**src/rtl/fir_cfg_sequencer.sv**
```systemverilog
// fir_cfg_sequencer: programs FIR taps, data length and ap_start over AXI-Lite,
// then polls ap_done until it is set or the poll timeout expires.
module fir_cfg_sequencer #(
   parameter int pADDR_WIDTH = 12,
   parameter int pDATA_WIDTH = 32,
   parameter int Tape_Num    = 11,
   parameter int POLL_GAP    = 4,
   parameter int TIMEOUT_CYC = 65535
) (
   input  logic                        axis_clk,
   input  logic                        axis_rst_n,
   input  logic                        start,
   input  logic [pDATA_WIDTH-1:0]      len,
   output logic [$clog2(Tape_Num)-1:0] coef_idx,
   input  logic [pDATA_WIDTH-1:0]      coef_data,
   output logic                        busy,
   output logic                        done,
   output logic                        err,
   output logic                        awvalid,
   output logic [pADDR_WIDTH-1:0]      awaddr,
   input  logic                        awready,
   output logic                        wvalid,
   output logic [pDATA_WIDTH-1:0]      wdata,
   input  logic                        wready,
   output logic                        arvalid,
   output logic [pADDR_WIDTH-1:0]      araddr,
   input  logic                        arready,
   input  logic                        rvalid,
   input  logic [pDATA_WIDTH-1:0]      rdata,
   output logic                        rready
);
   localparam int CW = $clog2(Tape_Num);
   localparam int IW = $clog2(Tape_Num + 2);
   localparam int TW = $clog2(TIMEOUT_CYC + 1);
   localparam int GW = POLL_GAP > 1 ? $clog2(POLL_GAP) : 1;
   localparam logic [2:0] IDLE = 3'd0, WR = 3'd1, POLL_AR = 3'd2, POLL_R = 3'd3, GAP = 3'd4, DONE = 3'd5;
   localparam logic [IW-1:0] TAPS = IW'(Tape_Num);
   localparam logic [IW-1:0] LAST = IW'(Tape_Num + 1);
   localparam logic [TW-1:0] TMAX = TW'(TIMEOUT_CYC);
   localparam logic [GW-1:0] GLAST = GW'(POLL_GAP - 1);
   localparam logic [pADDR_WIDTH-1:0] TAP_BASE = pADDR_WIDTH'(64);
   localparam logic [pADDR_WIDTH-1:0] LEN_ADDR = pADDR_WIDTH'(16);
   logic [2:0]             state;
   logic [IW-1:0]          widx, widx_n;
   logic [pDATA_WIDTH-1:0] len_q, l_data;
   logic [pADDR_WIDTH-1:0] l_addr;
   logic [TW-1:0]          tcnt, tsat;
   logic [GW-1:0]          gcnt;
   logic                   aw_left, w_left;
   logic                   rdata_unused;
   assign rdata_unused = ^{rdata[pDATA_WIDTH-1:2], rdata[0]};
   // widx names the write to launch next; in IDLE it rests at 0 so start can launch tap 0 at once
   always_comb begin
      widx_n  = widx + 1'b1;
      aw_left = awvalid & ~awready;
      w_left  = wvalid & ~wready;
      tsat    = tcnt == TMAX ? tcnt : tcnt + 1'b1;
      l_addr  = widx < TAPS ? TAP_BASE + pADDR_WIDTH'({widx, 2'b00}) : widx == TAPS ? LEN_ADDR : '0;
      l_data  = widx < TAPS ? coef_data : widx == TAPS ? len_q : pDATA_WIDTH'(1);
   end
   always_ff @(posedge axis_clk or negedge axis_rst_n)
      if (!axis_rst_n) begin
         state    <= IDLE;
         widx     <= '0;
         coef_idx <= '0;
         len_q    <= '0;
         tcnt     <= '0;
         gcnt     <= '0;
         busy     <= 1'b0;
         done     <= 1'b0;
         err      <= 1'b0;
         awvalid  <= 1'b0;
         awaddr   <= '0;
         wvalid   <= 1'b0;
         wdata    <= '0;
         arvalid  <= 1'b0;
         araddr   <= '0;
         rready   <= 1'b0;
      end else begin
         case (state)
            IDLE: if (start) begin
               state   <= WR;
               busy    <= 1'b1;
               err     <= 1'b0;
               len_q   <= len;
               awvalid <= 1'b1;
               wvalid  <= 1'b1;
               awaddr  <= l_addr;
               wdata   <= l_data;
            end
            WR: if (!awvalid && !wvalid) begin
               awvalid <= 1'b1;
               wvalid  <= 1'b1;
               awaddr  <= l_addr;
               wdata   <= l_data;
            end else begin
               if (awready) awvalid <= 1'b0;
               if (wready) wvalid <= 1'b0;
               // both channels have handshaken: retire this write, line up the next tap
               if (!aw_left && !w_left) begin
                  coef_idx <= widx_n < TAPS ? CW'(widx_n) : '0;
                  widx     <= widx == LAST ? '0 : widx_n;
                  if (widx == LAST) begin
                     state   <= POLL_AR;
                     tcnt    <= '0;
                     arvalid <= 1'b1;
                     araddr  <= '0;
                  end
               end
            end
            POLL_AR: begin
               tcnt <= tsat;
               if (arready) begin
                  arvalid <= 1'b0;
                  rready  <= 1'b1;
                  state   <= POLL_R;
               end
            end
            POLL_R: begin
               tcnt <= tsat;
               if (rvalid) begin
                  rready <= 1'b0;
                  done   <= rdata[1];
                  gcnt   <= '0;
                  state  <= rdata[1] ? DONE : GAP;
               end
            end
            GAP: begin
               tcnt <= tsat;
               gcnt <= gcnt + 1'b1;
               // timeout is only honoured here, so a read in flight always completes
               if (tcnt == TMAX) begin
                  err   <= 1'b1;
                  done  <= 1'b1;
                  state <= DONE;
               end else if (gcnt == GLAST) begin
                  arvalid <= 1'b1;
                  state   <= POLL_AR;
               end
            end
            DONE: begin
               done  <= 1'b0;
               busy  <= 1'b0;
               state <= IDLE;
            end
            default: state <= IDLE;
         endcase
      end
endmodule

```
**config.mk**
```make
export PLATFORM = sky130hd
export DESIGN_NAME = fir_cfg_sequencer
export DESIGN_NICKNAME = d
export VERILOG_FILES = /design/src/rtl/fir_cfg_sequencer.sv
export SDC_FILE = /design/constraint.sdc
export NUM_CORES = 1
export LEC_CHECK = 0
export ABC_AREA = 1
export BUFFER_PORTS_ARGS = -buffer_cell sky130_fd_sc_hd__buf_2
export CAP_MARGIN = 30
export CORE_MARGIN = 2
export CORE_UTILIZATION = 51
export DETAILED_ROUTE_END_ITERATION = 16
export PLACE_DENSITY = 0.8
export SETUP_SLACK_MARGIN = 0.15
export SLEW_MARGIN = 20
export SYNTH_ARGS = -nofsm -noshare
export SYNTH_HDL_FRONTEND = slang
export SYNTH_SLANG_ARGS = --single-unit
```
**constraint.sdc**
```tcl
create_clock -name axis_clk -period 2 [get_ports axis_clk]
set_input_delay 0 -clock axis_clk [delete_from_list [all_inputs] [get_ports axis_clk]]
set_output_delay 0 -clock axis_clk [all_outputs]
set_load 0.02 [all_outputs]
```
==> flow_summary.yaml <==
clock_network:
  cts_root_buf: "clkbuf_8"
  numCtsBuffers: 9
  cts_tree: "built"
  clk_latency_ps: 370
  cts_num_sinks: 105
  h-tree-depth: 3
  clk_path_buf_depth: 2
  path_clk_slew_ps: 100
finish:
  nets: 936
  syn_to_final_growth_pct: 33.8
  drive_above_1_share: 0.212
  fillers: 752
  antenna_cells: 0
sta:
  hold_viol_final: 0
  slew_viol_final: 0
  finalCriticalPeriod_ps: 1740
  max_freq_mhz: 576
  fin_skew_ps: 7.52
  fin_crit_sh: 0.869
  worst_slack_ps: 262
  setup_viol: 0
  timing.setup.tns_ps: 0
  rsz0062_at_grt: "false"
global_route:
  grt_pass1_vias: 4944
  gr-total-overflow: 0
  antenna_found_initial: 0
  grt_max_degree: 65
  grt_pass1_wl_um: 23100
  gr-usage-all-layers: 0.262
synth:
  synth_cell_types: 31
  yosys_warnings: 0
  syn_inst: 638
  netlist_area_mm2: 0.00516
  avgSynthCellArea_um2: 8.09
  synth-seq-cells: 105
  ys_seq_area_frac: 0.509
pwr:
  powerDensity_mw_per_mm2: 1490
  power_mw: 10.3
  p_int_mw: 5.68
  irDropWorstVdd_mv: 0.926
  power_switching_share: 0.447
  p_leak_nw: 3.39
  switching_power_mw: 4.60
  clock_power_share: 0.145
  seq_power_share: 0.357
  p_comb_frac: 0.498
placement:
  place_ws_ps: 151
  portBuffers: 119
  globalplace.congestion: 0.872
  dp_hpwl_um: 8650
detailed_routing:
  wl_per_cell_um: 14.6
  viasPerCell: 5.20
  firstDrtPassIters: 5
  vias: 5024
  drtIter0Drc: 330
  route.final.wire_length_um: 14100
  drc: 0
  ant_nets: 0
worst_setup_path:
  startpoint_type: "flip-flop"
  arrival_ps: 2000
  crit_fanout: 24
  cp_data_required_time_ps: 2260
  crit_type: "reg -> reg"
  cp-end-kind: "flip-flop"
floorplanning:
  coreArea_mm2: 0.00982
  die_width_um: 105
  num_io_pins: 170
  start_util: 0.526
  fp-row-count: 36
  die_y_um: 105
  dieArea_mm2: 0.0109
hold_path:
  min_path_type: "in -> async"
flow_run:
  maxCapViolCount: 0
outcome:
  status: "completed"
[power by group through the flow]
stage	sequential [mW]	clock, mW	combinational [mW]
after floorplan	4.12	0	2.76
after global placement	3.62	0	4.49
after detailed placement	3.66	0	4.66
after CTS	3.63	1.51	4.83
after global routing	3.76	1.60	5.70
final	3.67	1.49	5.12
[synth_stat cells (all sizes together)]
master,instances,area (µm²)
xor2,5,43.8
or2,3,18.8
o211ai,1,7.51
a21boi,1,7.51
o21bai,4,30.0
nand4,7,43.8
nand2,176,663
nor3,1,10.0
clkbuf,10,37.5
o22ai,4,25.0
inv,60,225
a31o,2,17.5
conb,1,3.75
xnor2,3,26.3
dfrtp,105,2630
a21oi,3,15.0
o21ai,114,571
ha,5,62.6
nand3,62,315
nor2,36,181
buf,35,231
[metrics by stage]
| stage | area (µm²) | utilization | hold WS, ps | std cells |
|---|---|---|---|---|
| after detailed placement | 5880 | 0.598 | -63.7 | 874 |
| after floorplan | 5230 | - | -296 | 656 |
| after CTS | 6830 | 0.696 | 67.3 | 962 |
| after global routing | 6910 | 0.704 | 72.8 | 966 |
| final | 6910 | 0.704 | 64.6 | 966 |
| after global placement | 5880 | 0.598 | -70.7 | 874 |
[registers in the layout, summed over array words and instances, names as in the netlist, 2 cells and up]
signal / count
state: 3
widx: 4
awaddr: 5
len_q: 32
coef_idx: 4
wdata: 32
tcnt: 16
gcnt: 2
[area by class of cell]
cell class,count,area [µm²],area share
sequential,105,2630,0.381
inverter,60,225,0.0326
tap,133,166,0.0241
timing repair buffer,206,1520,0.219
clock inverter,6,90.1,0.0130
multi-input combinational,446,2140,0.310
clock buffer,10,138,0.0199
[metal layers]
metal / vias to the layer above / wire length (µm) / global-route usage
met4: 0 / 342 / 0.0829
met3: 35 / 967 / 0.0624
met1: 2359 / 5840 / 0.332
met5: - / 0 / 0
li1: 2410 / - / -
met2: 220 / 6970 / 0.444
[worst max-delay path, stage by stage (launching register included)]
cell and delay [ps]:
dfrtp_2 470, inv_1 70, nand2_1 80, nor2_2 230
nor2_4 100, nor2_8 170, buf_12 180, o21ai_0 120
o21ai_0 110, nand2_1 100
[cells by family after synthesis]
group	count (synthesis)	share of synthesized area
XOR/XNOR	8	0.0136
adder cells (fa/ha/maj)	5	0.0121
AND/OR/NAND/NOR	285	0.239
AO/OA/AOI/OAI	129	0.130
buffers and inverters	105	0.0957
other	1	0.000726
flip-flops	105	0.509
[placed cells by master (no fill, tap or decap), types with 2 or more instances in the layout]
master and n:
a21oi_1 3, a31o_2 2, buf_12 5, buf_2 118, buf_4 9, buf_6 2, bufinv_16 2, clkbuf_8 10
conb_1 19, dfrtp_1 102, dfrtp_2 3, dlygate4sd3_1 71, ha_1 4, inv_1 55, inv_2 5, nand2_1 175
nand3_1 60, nand3_2 2, nand4_1 7, nor2_1 27, nor2_2 4, nor2_4 4, o21ai_0 88, o21ai_1 26
o21bai_1 4, o22ai_1 4, or2_2 2, xnor2_1 3, xor2_1 5
[repair_timing]
| item | 4_1_cts | 5_1_grt |
|---|---|---|
| resized for setup | 2 | 11 |
| hold endpoints to repair | 176 | 0 |
| hold buffers | 71 | 0 |
| buffers inserted | 1 | 3 |
| setup endpoints to repair | 4 | 44 |
| cloned | 0 | 1 |
| pin swaps | 1 | 3 |
[worst paths after layout]
kind | start | to | slack, ps | depth (start not counted)
max | state[1] | wdata[29] | 260 | 9
min reg2reg | arvalid | arvalid | 490 | 2
min | axis_rst_n | rready | 60 | 2
min in group axis_clk | start | wvalid | 180 | 6
max in group asynchronous | axis_rst_n | len_q[15] | 1250 | 3
max reg2reg | state[1] | wdata[29] | 260 | 9
No activity file was read; power rests on OpenSTA's default activity.
